==> src/rtl/twiddle_cmult_pkg.sv <==
// Shared FFT datapath sizing: default component widths and the full-precision
// complex-multiply output width used by the twiddle stage and the rounder after it.
package twiddle_cmult_pkg;

    localparam int FFT_DW = 16;
    localparam int FFT_TW = 16;

    // One extra bit over DW+TW covers the (-1)*(-1) + (-1)*(-1) sum.
    function automatic int cmult_ow(input int dw, input int tw);
        return dw + tw + 1;
    endfunction

    localparam int FFT_OW = cmult_ow(FFT_DW, FFT_TW);

endpackage

==> src/rtl/pipe_stage_ctl.sv <==
// Valid/advance control for one elastic pipeline stage; the stage refills
// whenever it is empty or its contents move on downstream.
module pipe_stage_ctl (
    input  logic clk,
    input  logic rst,
    input  logic i_up_valid,
    input  logic i_dn_ready,
    output logic o_valid,
    output logic o_ready,
    output logic o_load
);

    logic r_valid;

    assign o_valid = r_valid;
    assign o_ready = !r_valid || i_dn_ready;
    assign o_load  = i_up_valid && o_ready;

    always_ff @(posedge clk) begin
        if (rst)
            r_valid <= 1'b0;
        else if (o_ready)
            r_valid <= i_up_valid;
    end

endmodule

==> src/rtl/twiddle_cmult.sv <==
// Exact complex multiply of a data sample by a twiddle factor, three-stage
// elastic pipeline, full-precision output with frame-last sideband.
module twiddle_cmult
    import twiddle_cmult_pkg::*;
#(
    parameter int DW = FFT_DW,
    parameter int TW = FFT_TW
) (
    input  logic          clk,
    input  logic          rst,
    input  logic          in_valid,
    output logic          in_ready,
    input  logic [DW-1:0] in_re,
    input  logic [DW-1:0] in_im,
    input  logic [TW-1:0] tw_re,
    input  logic [TW-1:0] tw_im,
    input  logic          in_bypass,
    input  logic          in_last,
    output logic          out_valid,
    input  logic          out_ready,
    output logic [cmult_ow(DW, TW)-1:0] out_re,
    output logic [cmult_ow(DW, TW)-1:0] out_im,
    output logic          out_last
);

    localparam int OW = cmult_ow(DW, TW);
    localparam int PW = DW + TW;

    logic w_v1, w_v2, w_v3;
    logic w_rdy1, w_rdy2, w_rdy3;
    logic w_ld1, w_ld2, w_ld3;

    pipe_stage_ctl u_s1 (.clk(clk), .rst(rst), .i_up_valid(in_valid), .i_dn_ready(w_rdy2),
                         .o_valid(w_v1), .o_ready(w_rdy1), .o_load(w_ld1));
    pipe_stage_ctl u_s2 (.clk(clk), .rst(rst), .i_up_valid(w_v1), .i_dn_ready(w_rdy3),
                         .o_valid(w_v2), .o_ready(w_rdy2), .o_load(w_ld2));
    pipe_stage_ctl u_s3 (.clk(clk), .rst(rst), .i_up_valid(w_v2), .i_dn_ready(out_ready),
                         .o_valid(w_v3), .o_ready(w_rdy3), .o_load(w_ld3));

    assign in_ready  = w_rdy1 && !rst;
    assign out_valid = w_v3;

    // S1: register the raw operands
    logic [DW-1:0] r_s1_re, r_s1_im;
    logic [TW-1:0] r_s1_twr, r_s1_twi;
    logic          r_s1_byp, r_s1_last;

    always_ff @(posedge clk) begin
        if (w_ld1) begin
            r_s1_re   <= in_re;
            r_s1_im   <= in_im;
            r_s1_twr  <= tw_re;
            r_s1_twi  <= tw_im;
            r_s1_byp  <= in_bypass;
            r_s1_last <= in_last;
        end
    end

    // Operands widened to the product width so the multiply is exact and signed.
    logic signed [PW-1:0] w_x_re, w_x_im, w_x_twr, w_x_twi;
    logic signed [PW-1:0] w_p_rr, w_p_ii, w_p_ri, w_p_ir;
    logic signed [PW-1:0] w_byp_re, w_byp_im;

    assign w_x_re  = {{TW{r_s1_re[DW-1]}}, r_s1_re};
    assign w_x_im  = {{TW{r_s1_im[DW-1]}}, r_s1_im};
    assign w_x_twr = {{DW{r_s1_twr[TW-1]}}, r_s1_twr};
    assign w_x_twi = {{DW{r_s1_twi[TW-1]}}, r_s1_twi};

    assign w_p_rr = w_x_re * w_x_twr;
    assign w_p_ii = w_x_im * w_x_twi;
    assign w_p_ri = w_x_re * w_x_twi;
    assign w_p_ir = w_x_im * w_x_twr;

    // Bypass lands on the same binary point as a multiply by +1.0 (Q1.TW-1).
    assign w_byp_re = w_x_re <<< (TW - 1);
    assign w_byp_im = w_x_im <<< (TW - 1);

    // S2: register the four partial products (bypass routes through rr/ir)
    logic [PW-1:0] r_p_rr, r_p_ii, r_p_ri, r_p_ir;
    logic          r_s2_last;

    always_ff @(posedge clk) begin
        if (w_ld2) begin
            r_p_rr    <= r_s1_byp ? w_byp_re : w_p_rr;
            r_p_ii    <= r_s1_byp ? '0       : w_p_ii;
            r_p_ri    <= r_s1_byp ? '0       : w_p_ri;
            r_p_ir    <= r_s1_byp ? w_byp_im : w_p_ir;
            r_s2_last <= r_s1_last;
        end
    end

    // S3: full-precision sum and difference
    logic [OW-1:0] r_out_re, r_out_im;
    logic          r_out_last;

    always_ff @(posedge clk) begin
        if (rst) begin
            r_out_re   <= '0;
            r_out_im   <= '0;
            r_out_last <= 1'b0;
        end else if (w_ld3) begin
            r_out_re   <= {r_p_rr[PW-1], r_p_rr} - {r_p_ii[PW-1], r_p_ii};
            r_out_im   <= {r_p_ri[PW-1], r_p_ri} + {r_p_ir[PW-1], r_p_ir};
            r_out_last <= r_s2_last;
        end
    end

    assign out_re   = r_out_re;
    assign out_im   = r_out_im;
    assign out_last = r_out_last;

endmodule
==> config.mk <==
export PLATFORM = sky130hd
export DESIGN_NAME = twiddle_cmult
export DESIGN_NICKNAME = d
export VERILOG_FILES = /design/src/rtl/twiddle_cmult_pkg.sv /design/src/rtl/pipe_stage_ctl.sv /design/src/rtl/twiddle_cmult.sv
export SDC_FILE = /design/constraint.sdc
export NUM_CORES = 2
export LEC_CHECK = 0
export BUFFER_PORTS_ARGS = -buffer_cell sky130_fd_sc_hd__buf_2
export CAP_MARGIN = 20
export CORE_MARGIN = 2
export CORE_UTILIZATION = 35
export CTS_CLUSTER_DIAMETER = 40
export DETAILED_ROUTE_END_ITERATION = 10
export SLEW_MARGIN = 20
export SYNTH_ARGS = -nofsm -noshare
export SYNTH_HDL_FRONTEND = slang
export SYNTH_SLANG_ARGS = --single-unit
==> constraint.sdc <==
create_clock -name clk -period 13.9 [get_ports clk]
set_clock_uncertainty 0.05 [all_clocks]
set_input_delay 0.695 -clock clk [delete_from_list [all_inputs] [get_ports clk]]
set_output_delay 0.695 -clock clk [all_outputs]
set_load 0.05 [all_outputs]
After elaboration in Yosys (flattened, before gate mapping)
Index checks and enable logic that the tools add are counted.
Widths: inputs -> output; s select.

word-level totals
  flip-flop bits (word level) = 265
  bits of input ports = 70
  output and inout port bits = 69
  logic and storage cells = 38

operators by class
  add/subtract/negate cells = 2
  $mul = 4
  mux-type cells = 2
  reductions and logical operators = 11

operators with widths
  cell               count
  $mul 16x16->32     4
  $mux 32            2
  $add 32x32->33     1
  $sub 32x32->33     1
  $logic_and 1x1->1  4
  $logic_not 1->1    4
  $logic_or 1x1->1   3

Logic depth before layout (Yosys ltp)
  depth after elaboration = 5
  depth in mapped cells = 25
  mapped depth without buffers = 23

By module
Synthesis repeated with hierarchy kept, for this count alone.

unflattened totals
  cell total of the unflattened synthesis = 5476
  area total of the unflattened synthesis = 51703.3 µm²

by module, submodules not included
  module          times used  cells an instance  area each (µm²)  seq. area each (µm²)
  twiddle_cmult   1           5461               51538.2          7196.9
  pipe_stage_ctl  3           5                  55.1             20.0

Least setup slack after synthesis
OpenSTA, ideal clock, no wires.

  kind = input port to flip-flop
  from = input out_ready
  to = register r_p_ii[0], enable pin
  setup time = 0.815 ns
  arrival time = 10.101 ns
  required time = 13.035 ns
  slack = 2.935 ns
  cell stages on the path = 2
  buffers on the path = 0
  cells stage by stage = nor2b_1 > a21boi_0

on the way
  longest elaborated chain between the ends = 3

RTL lines
  element                        line                  text
  from (decl)                    twiddle_cmult.sv:20   input logic out_ready,
  $logic_or 1x1->1 (2 in a row)  pipe_stage_ctl.sv:16  assign o_ready = !r_valid || i_dn_ready;
  $logic_and 1x1->1              pipe_stage_ctl.sv:17  assign o_load = i_up_valid && o_ready;
  net u_s2.o_load                pipe_stage_ctl.sv:10  output logic o_load
  to (signal assigned)           twiddle_cmult.sv:85   r_p_ii <= r_s1_byp ? '0 : w_p_ii;
  to (decl)                      twiddle_cmult.sv:79   logic [PW-1:0] r_p_rr, r_p_ii, r_p_ri, r_p_ir;

The timed path passes the listed nets, and every way through them passes these cells.
A chain may end at the register's enable or synchronous reset.

Worst setup path in the final report
  from = register r_s1_twi[15]
  to = register r_p_ri[28], data pin

on the way
  longest elaborated chain between the ends = 1

RTL lines
  element                 line                 text
  from (decl)             twiddle_cmult.sv:45  logic [TW-1:0] r_s1_twr, r_s1_twi;
  from (signal assigned)  twiddle_cmult.sv:53  r_s1_twi <= tw_im;
  $mul 16x16->32          twiddle_cmult.sv:71  assign w_p_ri = w_x_re * w_x_twi;
  to (signal assigned)    twiddle_cmult.sv:86  r_p_ri <= r_s1_byp ? '0 : w_p_ri;
  to (decl)               twiddle_cmult.sv:79

No other way between the ends.

==> results.toml <==
[synth]
synthMuxAreaShare_pct = 0.0824
yosys_warnings = 0
synthCells = 5512
synth-edff-count = 195
syn_avg_cell_area_um2 = 9.37
ys_ff_latch = 265
synth_xor_area_share_pct = 2.58
synth-simple-area-share_pct = 15.4
synth_top_family_by_area = "adder cells"
synth.net_count = 7024
synth-seq-area-share_pct = 14.1
synth_compound_area_share_pct = 7.06
netlist_area_um2 = 51600
async_flop_share_pct = 0
synth_fa_ha_area_share_pct = 50.2
synth.distinct_cells = 77
synth_flop_cell = "edfxtp_1"

[global_routing]
grt_pass1_wl_mm = 228
gr-total-overflow = 0
grtUsageTotal_pct = 19.4
grt_start_max_net_pins = 87
antenna_found_initial = 17
first_global_vias = 39730

[floorplan]
die_x_um = 388
dieArea_um2 = 151000
core.rowCount = 140
io_pins = 139
chipHeight_um = 388
core_um2 = 146000
start_util_pct = 35.4

[sta]
tightest_slew_ns = 0.954
tns_ns = 0
fin_crit_sh_pct = 56.4
final_hold_viol_count = 0
final-max-slew-violation-count = 0
max_freq_mhz = 128
rsz0062_at_grt = "no"
finalCriticalPeriod_ns = 7.84
slew_headroom_pct = 36.4
finalSetupViolations = 0

[routing]
wl_met2_mm = 65.3
viasPerCell = 5.04
wl_per_cell_um = 18.9
top_layer_used = "met5"
wl_mm = 142
drtIter0Drc = 2537
ant_nets = 0
via_count = 37866
wl_met1_mm = 62.8
firstDrtPassIters = 5
drc_errors = 0
wl_met3_mm = 9.74

[placement]
numPortBuffers = 138
hpwl_mm = 108
gp_congestion = 0.923

[critical_path]
reg2regPathDepth = 20
path_max_fanout = 13
cp.required_ns = 14.20
end_kind = "register"
worstSetupPathType = "reg2reg"
r2r_end = "r_p_ri[28]"
rrSetupSlack_ns = 6.06
arrival_ns = 8.14
cp-start-kind = "register"
timing.rr.start = "r_s1_twi[15]"

[cells_and_area]
syn_to_final_growth_pct = 9.23
multi_input_area_um2 = 38900
drive_gt1_share_pct = 5.99
fillers = 14759
nets = 7059
num_antenna_cells = 0
seqCellArea_um2 = 7260

[clocking]
cts_buffer_depth = 3
clock_latency_ns = 0.68
cts_tree = "yes"
cts_buffers = 57
cts_resized = 0
h-tree-depth = 2
path_clk_slew_ns = 0.05
post_cts_buffers = 0
numClockSinks = 265
cts_hold_buffers = 0
cts_root_buffer = "clkbuf_16"

[flow_run]
drv_cap = 0

[hold_path]
min_to = "r_s1_twi[12]"
min_from = "tw_im[12]"
hold_class = "in2reg"
hold_path_depth = 1

[outcome]
outcome = "completed"
-- cells in the final DEF (no fill, tap or decap), drive strengths merged, types with 9 or more instances in the layout --
master,n
a211o,9
a211oi,32
a21boi,15
a21o,83
a21oi,154
a31oi,23
and2,471
and3,27
buf,216
clkbuf,71
clkinv,19
dfxtp,70
edfxtp,195
fa,1050
ha,392
inv,1236
nand2,676
nand2b,34
nand3,50
nand4,10
nor2,190
nor2b,36
nor3,47
nor3b,12
nor4b,11
o211ai,14
o21a,27
o21ai,118
o21bai,11
o31ai,13
or3,20
xnor2,101
xor2,51
-- final cells by class --
class / instances / area share [%]
Sequential cell: 265 / 12.9
Timing Repair Buffer: 216 / 2.28
Clock inverter: 36 / 0.725
Inverter: 1230 / 8.18
Multi-Input combinational cell: 3777 / 69.0
Tap cell: 1917 / 4.25
Clock buffer: 71 / 2.73
-- per-layer routing --
metal,vias up,track usage [%]
met5,-,0
met4,22,5.30
met2,1202,31.4
met1,19554,26.9
met3,210,2.95
li1,16878,-
-- synth_stat cells (11+ instances only) --
master | instances | share of area (%)
o21a_1 | 27 | 0.39
o21bai_1 | 11 | 0.16
dfxtp_1 | 70 | 2.7
or3_1 | 20 | 0.24
nor3_1 | 47 | 0.46
a31oi_1 | 23 | 0.28
nor2_1 | 190 | 1.4
nand2b_1 | 34 | 0.41
nor2b_1 | 36 | 0.44
buf_1 | 12 | 0.087
nand3_1 | 50 | 0.48
and2_1 | 470 | 5.7
o31ai_1 | 13 | 0.19
ha_1 | 392 | 9.5
inv_1 | 1230 | 8.9
xnor2_1 | 101 | 1.7
o211ai_1 | 14 | 0.20
xor2_1 | 51 | 0.86
nor4b_1 | 11 | 0.19
a21o_1 | 83 | 1.2
o21ai_0 | 108 | 1.0
clkbuf_1 | 228 | 1.7
nor3b_1 | 11 | 0.16
and3_1 | 27 | 0.33
a21oi_1 | 153 | 1.5
fa_1 | 1050 | 41
edfxtp_1 | 195 | 11
a211oi_1 | 32 | 0.47
nand2_1 | 676 | 4.9
a21boi_0 | 12 | 0.17
-- worst max-delay path: stages, from the launching register on --
cell,delay [ns]
edfxtp_1,0.92
inv_1,0.57
buf_4,0.37
nor2_1,0.14
fa_1,0.45
fa_1,0.49
fa_1,0.53
fa_1,0.44
fa_1,0.49
inv_1,0.05
fa_1,0.47
inv_1,0.04
ha_1,0.34
a21o_1,0.18
a21oi_1,0.18
o31ai_1,0.10
nor2b_1,0.53
o31ai_1,0.31
a211oi_1,0.42
mux2i_1,0.23
o311ai_0,0.18
-- worst max-delay path by stage --
stage                             from          to  slack, ns  cells after the start
after floorplan              out_ready   r_p_ii[0]       2.93                      2
after global placement    r_s1_twi[15]  r_p_ri[30]       6.29                     20
after detailed placement  r_s1_twi[15]  r_p_ri[28]       6.19                     20
after CTS                 r_s1_twi[15]  r_p_ri[28]       6.13                     20
after global routing      r_s1_twi[15]  r_p_ri[28]       5.71                     20
final                     r_s1_twi[15]  r_p_ri[28]       6.06                     20
-- metrics by stage --
| stage | util (%) | area (um2) | hold WS, ns | cells | worst slack, ns |
|---|---|---|---|---|---|
| global route | 38.6 | 56400 | 0.129 | 7512 | 5.71 |
| CTS | 38.6 | 56400 | 0.102 | 7512 | 6.13 |
| global placement | 37.3 | 54400 | 0.377 | 7404 | 6.29 |
| detailed placement | 37.3 | 54500 | 0.379 | 7405 | 6.19 |
| floorplan | - | 51600 | 0.350 | 5512 | 2.93 |
| finish | 38.6 | 56400 | 0.138 | 7512 | 6.06 |
-- cells by family after synthesis --
logic type,count (synthesis)
flip-flops,265
buffers and inverters,1470
multiplexers,4
AO/OA/AOI/OAI,561
XOR/XNOR,152
adder cells (fa/ha/maj),1442
AND/OR/NAND/NOR,1618
-- state kept, by name (all words and copies together), names as in the netlist, 32 cells and up --
register and count:
out_im 33, r_p_rr 32, out_re 33, r_p_ir 32, r_p_ri 32, r_p_ii 32
Power is not shown: default switching activity piles up to over one toggle a cycle in this logic, so the estimate is an artifact.
